$ cat src/rtl/pc_seq_pkg.sv
`default_nettype none
// ============================================================================
//  Module   : pc_seq_pkg
//  Purpose  : Shared state encoding and default constants for pc_sequencer.
//  Revision : 1.0  initial release
// ============================================================================
package pc_seq_pkg;

    typedef enum logic [1:0] {
        IDLE  = 2'd0,
        RUN   = 2'd1,
        DRAIN = 2'd2,
        DONE  = 2'd3
    } pc_seq_state_t;

    // Word address holding 32'h0, fetched whenever nothing real should issue
    localparam logic [31:0] c_NOP_ADDR     = 32'h0000_03FC;
    localparam int          c_DRAIN_CYCLES = 4;
    localparam logic [31:0] c_MAX_CYCLES   = 32'd100000;

endpackage : pc_seq_pkg
`default_nettype wire

$ cat src/rtl/sat_counter.sv
`default_nettype none
// ============================================================================
//  Module   : sat_counter
//  Purpose  : Clearable up-counter that sticks at all-ones instead of wrapping.
//  Revision : 1.0  initial release
// ============================================================================
module sat_counter #(
    parameter int WIDTH = 32
) (
    input  logic             clk,
    input  logic             rst,
    input  logic             clr,
    input  logic             inc,
    output logic [WIDTH-1:0] count
);

    logic [WIDTH-1:0] r_count;

    always_ff @(posedge clk or posedge rst) begin
        if (rst) begin
            r_count <= '0;
        end else if (clr) begin
            r_count <= '0;
        end else if (inc && (r_count != {WIDTH{1'b1}})) begin
            r_count <= r_count + {{(WIDTH-1){1'b0}}, 1'b1};
        end
    end

    assign count = r_count;

endmodule : sat_counter
`default_nettype wire

$ cat src/rtl/pc_sequencer.sv
`default_nettype none
// ============================================================================
//  Module   : pc_sequencer
//  Purpose  : Drives the core fetch port through a program, drains the
//             pipeline with NOPs, and reports completion/timeout/perf counts.
//  Revision : 1.0  initial release
// ============================================================================
module pc_sequencer
    import pc_seq_pkg::*;
#(
    parameter int                ADDR_W       = 32,
    parameter logic [ADDR_W-1:0] NOP_ADDR     = ADDR_W'(c_NOP_ADDR),
    parameter int                DRAIN_CYCLES = c_DRAIN_CYCLES,
    parameter logic [31:0]       MAX_CYCLES   = c_MAX_CYCLES
) (
    input  logic              clk,
    input  logic              rst,
    input  logic              start,
    input  logic [ADDR_W-1:0] base_addr,
    input  logic [ADDR_W-1:0] end_addr,
    input  logic              PC_Write,
    input  logic [ADDR_W-1:0] Output_Addr,
    output logic [ADDR_W-1:0] Input_Addr,
    output logic              busy,
    output logic              done,
    output logic              timeout,
    output logic [31:0]       cycle_count,
    output logic [31:0]       instr_count,
    output logic [31:0]       stall_count
);

    localparam int c_DW = $clog2(DRAIN_CYCLES + 1);

    pc_seq_state_t     r_state;
    logic [ADDR_W-1:0] r_pc;
    logic [ADDR_W-1:0] r_end_addr;
    logic [c_DW-1:0]   r_drain_cnt;
    logic              r_busy;
    logic              r_done;
    logic              r_timeout;

    logic              w_active;
    logic              w_accept;
    logic              w_expired;
    logic [ADDR_W-1:0] w_base;
    logic [ADDR_W-1:0] w_end;

    assign w_active  = (r_state == RUN) || (r_state == DRAIN);
    assign w_accept  = start && ((r_state == IDLE) || (r_state == DONE));
    assign w_expired = w_active && (cycle_count == (MAX_CYCLES - 32'd1));
    assign w_base    = base_addr & ~ADDR_W'(3);
    assign w_end     = end_addr  & ~ADDR_W'(3);

    always_ff @(posedge clk or posedge rst) begin
        if (rst) begin
            r_state     <= IDLE;
            r_pc        <= '0;
            r_end_addr  <= '0;
            r_drain_cnt <= '0;
            r_busy      <= 1'b0;
            r_done      <= 1'b0;
            r_timeout   <= 1'b0;
        end else begin
            case (r_state)
                IDLE, DONE: begin
                    if (start) begin
                        r_pc       <= w_base;
                        r_end_addr <= w_end;
                        r_busy     <= 1'b1;
                        r_done     <= 1'b0;
                        r_timeout  <= 1'b0;
                        if (w_base == w_end) begin
                            r_state     <= DRAIN;
                            r_drain_cnt <= c_DW'(DRAIN_CYCLES);
                        end else begin
                            r_state <= RUN;
                        end
                    end
                end
                RUN: begin
                    // Budget expiry overrides the end-address exit on the same edge
                    if (w_expired) begin
                        r_state   <= DONE;
                        r_busy    <= 1'b0;
                        r_done    <= 1'b1;
                        r_timeout <= 1'b1;
                    end else if (PC_Write) begin
                        r_pc <= Output_Addr;
                        if (Output_Addr == r_end_addr) begin
                            r_state     <= DRAIN;
                            r_drain_cnt <= c_DW'(DRAIN_CYCLES);
                        end
                    end
                end
                DRAIN: begin
                    // Only advancing edges count, so a stalled last instruction lengthens the drain
                    if (w_expired) begin
                        r_state   <= DONE;
                        r_busy    <= 1'b0;
                        r_done    <= 1'b1;
                        r_timeout <= 1'b1;
                    end else if (PC_Write) begin
                        if (r_drain_cnt == c_DW'(1)) begin
                            r_state <= DONE;
                            r_busy  <= 1'b0;
                            r_done  <= 1'b1;
                        end else begin
                            r_drain_cnt <= r_drain_cnt - c_DW'(1);
                        end
                    end
                end
                default: r_state <= IDLE;
            endcase
        end
    end

    // Pure state decode: keeps the hazard unit's PC_Write out of the fetch path
    assign Input_Addr = (r_state == RUN) ? r_pc : NOP_ADDR;
    assign busy       = r_busy;
    assign done       = r_done;
    assign timeout    = r_timeout;

    sat_counter #(.WIDTH(32)) u_cycle_cnt (
        .clk   (clk),
        .rst   (rst),
        .clr   (w_accept),
        .inc   (w_active),
        .count (cycle_count)
    );

    sat_counter #(.WIDTH(32)) u_instr_cnt (
        .clk   (clk),
        .rst   (rst),
        .clr   (w_accept),
        .inc   ((r_state == RUN) && PC_Write),
        .count (instr_count)
    );

    sat_counter #(.WIDTH(32)) u_stall_cnt (
        .clk   (clk),
        .rst   (rst),
        .clr   (w_accept),
        .inc   (w_active && !PC_Write),
        .count (stall_count)
    );

endmodule : pc_sequencer
`default_nettype wire

$ cat config.mk
export PLATFORM = sky130hd
export DESIGN_NAME = pc_sequencer
export DESIGN_NICKNAME = d
export VERILOG_FILES = /design/src/rtl/pc_seq_pkg.sv /design/src/rtl/sat_counter.sv /design/src/rtl/pc_sequencer.sv
export SDC_FILE = /design/constraint.sdc
export NUM_CORES = 1
export LEC_CHECK = 0
export ABC_CLOCK_PERIOD_IN_PS = 14000
export CORE_ASPECT_RATIO = 0.9
export CORE_MARGIN = 2
export CORE_UTILIZATION = 54
export DETAILED_ROUTE_END_ITERATION = 7
export PLACE_DENSITY = 0.87
export SYNTH_ARGS = -nofsm -noshare
export SYNTH_HDL_FRONTEND = slang
export SYNTH_SLANG_ARGS = --single-unit
$ cat constraint.sdc
create_clock -name clk -period 14 [get_ports clk]
set_input_delay 2.8 -clock clk [delete_from_list [all_inputs] [get_ports clk]]
set_output_delay 2.8 -clock clk [all_outputs]
set_load 0.005 [all_outputs]
==> After elaboration in Yosys (flattened, before gate mapping) <==
Index checks and enable logic that the tools add are counted.
Widths: inputs -> output; s select.
{ "word_totals": {"regBits": 166, "latchBits": 0, "mem_bits_rw": 0, "mem_bits_ro": 0, "in_bits": 100, "out_inout_bits": 131, "elab_cells": 103, "mem_count": 0} }
{ "classes": {"n_addsub": 4, "n_mul": 0, "div_mod_pow": 0, "order_cmp": 0, "n_eq_ne": 24, "n_shift": 0, "n_mux": 42, "n_bitwise": 0, "reduce_logical": 23} }
{ "ops": {"columns": ["operator", "n"], "rows": [
  ["$mux 32", 10],
  ["$add 32x1->32 const B", 3],
  ["$ne 32x32->1 const B", 3],
  ["$pmux 32 s2", 1],
  ["$eq 32x17->1 const B", 1],
  ["$eq 32x32->1", 1],
  ["$eq 30x30->1", 1],
  ["$mux 3", 8],
  ["$mux 2", 8],
  ["$ne 2x2->1 const B", 8],
  ["$mux 1", 10],
  ["$pmux 3 s3", 1],
  ["$reduce_and 4->1", 2],
  ["$reduce_and 8->1", 1],
  ["$reduce_bool 2->1", 4],
  ["$logic_and 1x1->1", 7],
  ["$ne 3x2->1 const B", 2],
  ["$ne 3x3->1 const B", 2],
  ["$pmux 1 s3", 2],
  ["$pmux 2 s3", 1],
  ["$reduce_and 5->1", 1],
  ["$eq 2x2->1 const B", 2],
  ["$ne 2x1->1 const B", 2],
  ["$reduce_and 2->1", 2],
  ["other kinds (8)", 10]
]} }

==> Logic depth before layout (Yosys ltp) <==
{ "logic_depth": {"word_depth": 6, "depth_mapped": 9, "depth_no_buf": 8} }

==> Modules after synthesis <==
A second synthesis with hierarchy kept.
{ "hier_totals": {"hier_cells": 970, "hier_area_um2": 9471.6} }
{ "by_module_without_submodules": {"columns": ["module", "instances", "cells_each", "area_per_inst_um2", "seq_area_each_um2"], "rows": [
  ["pc_sequencer", 1, 399, 4078.9, 1751.7],
  ["sat_counter (u_cycle_cnt ...)", 2, 186, 1740.4, 800.8],
  ["sat_counter (u_stall_cnt)", 1, 199, 1911.8, 800.8]
]} }

==> Least setup slack after synthesis <==
Ideal clock, no wire load.
{ "synth_path": {"kind": "input -> register", "from": "input Output_Addr[28]", "to": "register r_state[0]", "setup_ps": 125, "t_arrival_ps": 4326, "required_time_ps": 13875, "slack_ps": 9549, "cell_stages": 6, "path_buffers": 0, "cell_sequence": "xor2_1 nor4_1 nand2_1 o41ai_1 o21ba_2 mux2_2"} }
{ "synth_between": {"elab_chain_len": 3} }
{ "synth_rtl": {"columns": ["item", "line", "source"], "rows": [
  ["start: declaration", "pc_sequencer.sv:22", "input logic [ADDR_W-1:0] Output_Addr,"],
  ["$eq 32x32->1", "pc_sequencer.sv:89", "if (Output_Addr == r_end_addr) begin"],
  ["$ne 3x2->1 (no source line)", null, null],
  ["$reduce_and 5->1 (no source line)", null, null],
  ["end signal: assignment", "pc_sequencer.sv:90", "r_state <= DRAIN;"],
  ["end signal: assignment", "pc_sequencer.sv:98", "r_state <= DONE;"],
  ["end signal: assignment", "pc_sequencer.sv:104", "r_state <= DONE;"],
  ["end: declaration", "pc_sequencer.sv:34", "pc_seq_state_t r_state;"]
]} }
No other way between the ends.
A chain may end at the register's enable or synchronous reset.

==> Worst setup path in the final report <==
{ "layout_path": {"from": "register r_state[1]", "to": "output Input_Addr[15]"} }
{ "layout_between": {"elab_chain_len": 2} }
{ "layout_rtl": {"columns": ["item", "line", "source"], "rows": [
  ["start signal: assignment", "pc_sequencer.sv:56", "r_state <= IDLE;"],
  ["start signal: assignment", "pc_sequencer.sv:73", "r_state <= DRAIN;"],
  ["start signal: assignment", "pc_sequencer.sv:76", "r_state <= RUN;"],
  ["$eq 2x1->1", "pc_sequencer.sv:118", "assign Input_Addr = (r_state == RUN) ? r_pc : NOP_ADDR;"],
  ["$mux 32", "pc_sequencer.sv:118", null],
  ["end: declaration", "pc_sequencer.sv:23", "output logic [ADDR_W-1:0] Input_Addr,"]
]} }
No other way between the ends.

==> results.py <==
metrics = {
    "global_routing": {
        "grt_max_degree": 95,
        "grt_pass1_vias": 8073,
        "grt-ovfl-total": 0,
        "grt_use_total_pct": 28.9,
        "grt_pass1_wl_um": 41500,
        "antenna_found_initial": 0,
    },
    "cts": {
        "ctsHoldBuffers": 0,
        "clockBufferDepth": 2,
        "cts-resized-gates": 0,
        "clkSinkCount": 166,
        "clock_latency_ps": 430,
        "cts_max_level": 4,
        "numCtsBuffers": 17,
        "post_cts_buffers": 0,
        "cts_root_buf": "clkbuf_16",
        "cts_tree": "yes",
        "path_clk_slew_ps": 60,
    },
    "synthesis": {
        "async_flop_share_pct": 100,
        "netlist_area_mm2": 0.00909,
        "synth_fp_nets": 1109,
        "seq_area_frac_synth_pct": 45.7,
        "ys_seq_elements": 166,
        "netlist_instances": 1002,
        "synth-edff-count": 0,
        "yosysWarnings": 0,
        "syn_avg_cell_area_um2": 9.07,
        "synth.distinct_cells": 53,
        "synth-main-ff-cell": "dfrtp_1",
    },
    "power": {
        "total_power_mw": 1.90,
        "ir_worst_vdd_v": 0.000122,
        "seqPwrFrac_pct": 34.8,
        "switchingPower_uw": 702,
        "powerDensity_mw_per_mm2": 157,
        "p_int_mw": 1.19,
        "pwr-share-comb_pct": 39.1,
        "p_leak_nw": 4.90,
        "p_sw_share_pct": 37.0,
        "power.share.clock_pct": 26.0,
    },
    "floorplan": {
        "dieArea_mm2": 0.0179,
        "io_pins": 231,
        "core_mm2": 0.0163,
        "initial_utilization_pct": 55.8,
        "fp.dieH_um": 127,
        "num_rows": 44,
        "die-width_um": 141,
    },
    "cells_and_area": {
        "final_cell_mix": "clkdlybuf4s50_1 (226), dfrtp_1 (166), nand2_1 (154)",
        "diodes": 0,
        "fill_cells": 1204,
        "nets": 1314,
        "layout.cells.most_common": "clkdlybuf4s50_1",
        "drive_gt1_share_pct": 4.92,
        "area_delta_synth_final_pct": 33.1,
    },
    "sta": {
        "worst_pin_slew_ps": 999,
        "period_share_pct": 38.9,
        "max_freq_mhz": 184,
        "slew_headroom_pct": 33.3,
        "post-route-min-period_ps": 5440,
        "rsz0062_at_grt": "no",
        "hold_viol": 0,
        "finalSetupTns_ps": 0,
        "slew_viol_final": 0,
        "clock_skew_ps": 11.6,
        "setup_viol": 0,
    },
    "worst_hold_path": {
        "min_path_type": "reg -> reg",
        "hold-path-endpoint": "done",
        "worstHoldPathCells": 1,
        "hold_start": "done",
    },
    "drt": {
        "drtIter0Drc": 587,
        "m1WireLength_um": 11000,
        "top_layer": "met4",
        "via_per_inst": 5.86,
        "vias": 8358,
        "drt_wl_total_um": 25800,
        "met3_length_um": 1680,
        "dr.pass1.iters": 8,
        "routed-wl-met2_um": 12300,
        "drt-wirelength-per-cell_um": 18.0,
        "drtAntennaViolNets": 0,
        "drc": 0,
    },
    "setup_path": {
        "crit_path_end_kind": "output pin",
        "arrival_ps": 2640,
        "rr_worst_depth": 9,
        "critPathKind": "reg -> out",
        "reg2reg_setup_slack_ps": 10840,
        "cp.required_ps": 11200,
        "critPathMaxFanout": 63,
        "r2r_start": "r_state[0]",
        "r2r-end": "r_pc[8]",
        "crit_path_start_kind": "register",
    },
    "placed_design": {
        "hpwl_um": 18100,
        "portBuffers": 226,
        "place_congestion": 0.866,
    },
    "status": {
        "status": "finished clean",
    },
    "flow_run": {
        "cap_violations": 0,
    },
}
## state kept, by name, summed over array words and instances, names as in the netlist
signal / flops
r_drain_cnt: 3
r_end_addr: 30
done: 1
u_cycle_cnt.count: 32
r_pc: 32
r_state: 2
u_instr_cnt.count: 32
busy: 1
timeout: 1
u_stall_cnt.count: 32
## kinds of logic (layout without fill, tap and decap cells)
group,Yosys count,after routing,synth area share [%]
buffers and inverters,67,285,3.17
xor gates and xnor gates,97,97,9.35
muxes,48,48,5.31
adders and majority gates,7,7,0.964
and+or+nand+nor,464,464,25.4
DFF,166,166,45.7
AOI/OAI and AO/OA,153,153,10.1
## critical path, cell delays in order (launching register included)
cell and delay (ps):
dfrtp_1 400, inv_1 70, ha_2 270, buf_4 660, and2_1 230, clkdlybuf4s50_1 540
## area by class of cell
type,count,area (µm²),area share (%)
tap,207,259,2.14
clock inverter,13,171,1.42
inverter,20,80.1,0.662
sequential,166,4150,34.3
timing repair buffer,233,2310,19.1
multi-input combinational,769,4670,38.6
clock buffer,19,443,3.66
## metrics by stage
step           instances  utilization, %  cell area (µm²)  hold slack, ps  setup slack, ps
3_3_place_gp        1395            70.5            11500             459             8540
2_1_floorplan       1002               -             9090             466             6710
4_1_cts             1427            74.2            12100             498             8550
5_1_grt             1427            74.2            12100             520             8430
6_report            1427            74.2            12100             484             8560
3_5_place_dp        1395            70.5            11500             482             8490
## per-layer routing
metal | track usage, % | vias to the layer above
met5 | 0 | -
met4 | 11.8 | 0
met3 | 5.40 | 61
met2 | 46.2 | 334
met1 | 39.3 | 4031
li1 | - | 3932
## cell usage after synthesis (7+ instances only)
master	instances	area (µm²)
nor3_1	21	105
dfrtp_1	166	4150
clkbuf_1	37	139
nand3_1	40	200
nor2_1	88	330
a21oi_1	66	330
mux2i_1	46	460
xnor2_1	38	333
nand4_1	29	181
nand2_1	155	582
xor2_1	59	517
or4_1	8	60.1
inv_1	20	75.1
and2_1	29	181
o211ai_1	9	67.6
or3_1	18	113
nand2b_1	12	75.1
ha_1	7	87.6
and4_1	8	70.1
o31ai_1	17	128
o21ai_0	34	170
nor4_1	26	163
## how the worst max path moves through the flow
stage	from	end	slack (ps)	cells after the start
global route	r_state[1]	Input_Addr[11]	8430	5
global placement	Output_Addr[7]	r_state[1]	8540	7
finish	r_state[1]	Input_Addr[15]	8560	5
CTS	r_state[1]	Input_Addr[15]	8550	5
floorplan	rst	busy	6710	1
detailed placement	Output_Addr[7]	r_state[1]	8490	7
## power groups by stage
stage | logic (mW) | clock network, mW | registers [mW]
floorplan | 0.473 | 0 | 0.653
global placement | 0.717 | 0 | 0.661
detailed placement | 0.736 | 0 | 0.668
CTS | 0.743 | 0.495 | 0.660
global route | 0.820 | 0.519 | 0.673
finish | 0.742 | 0.494 | 0.660
No activity file was read; power rests on OpenSTA's default activity.
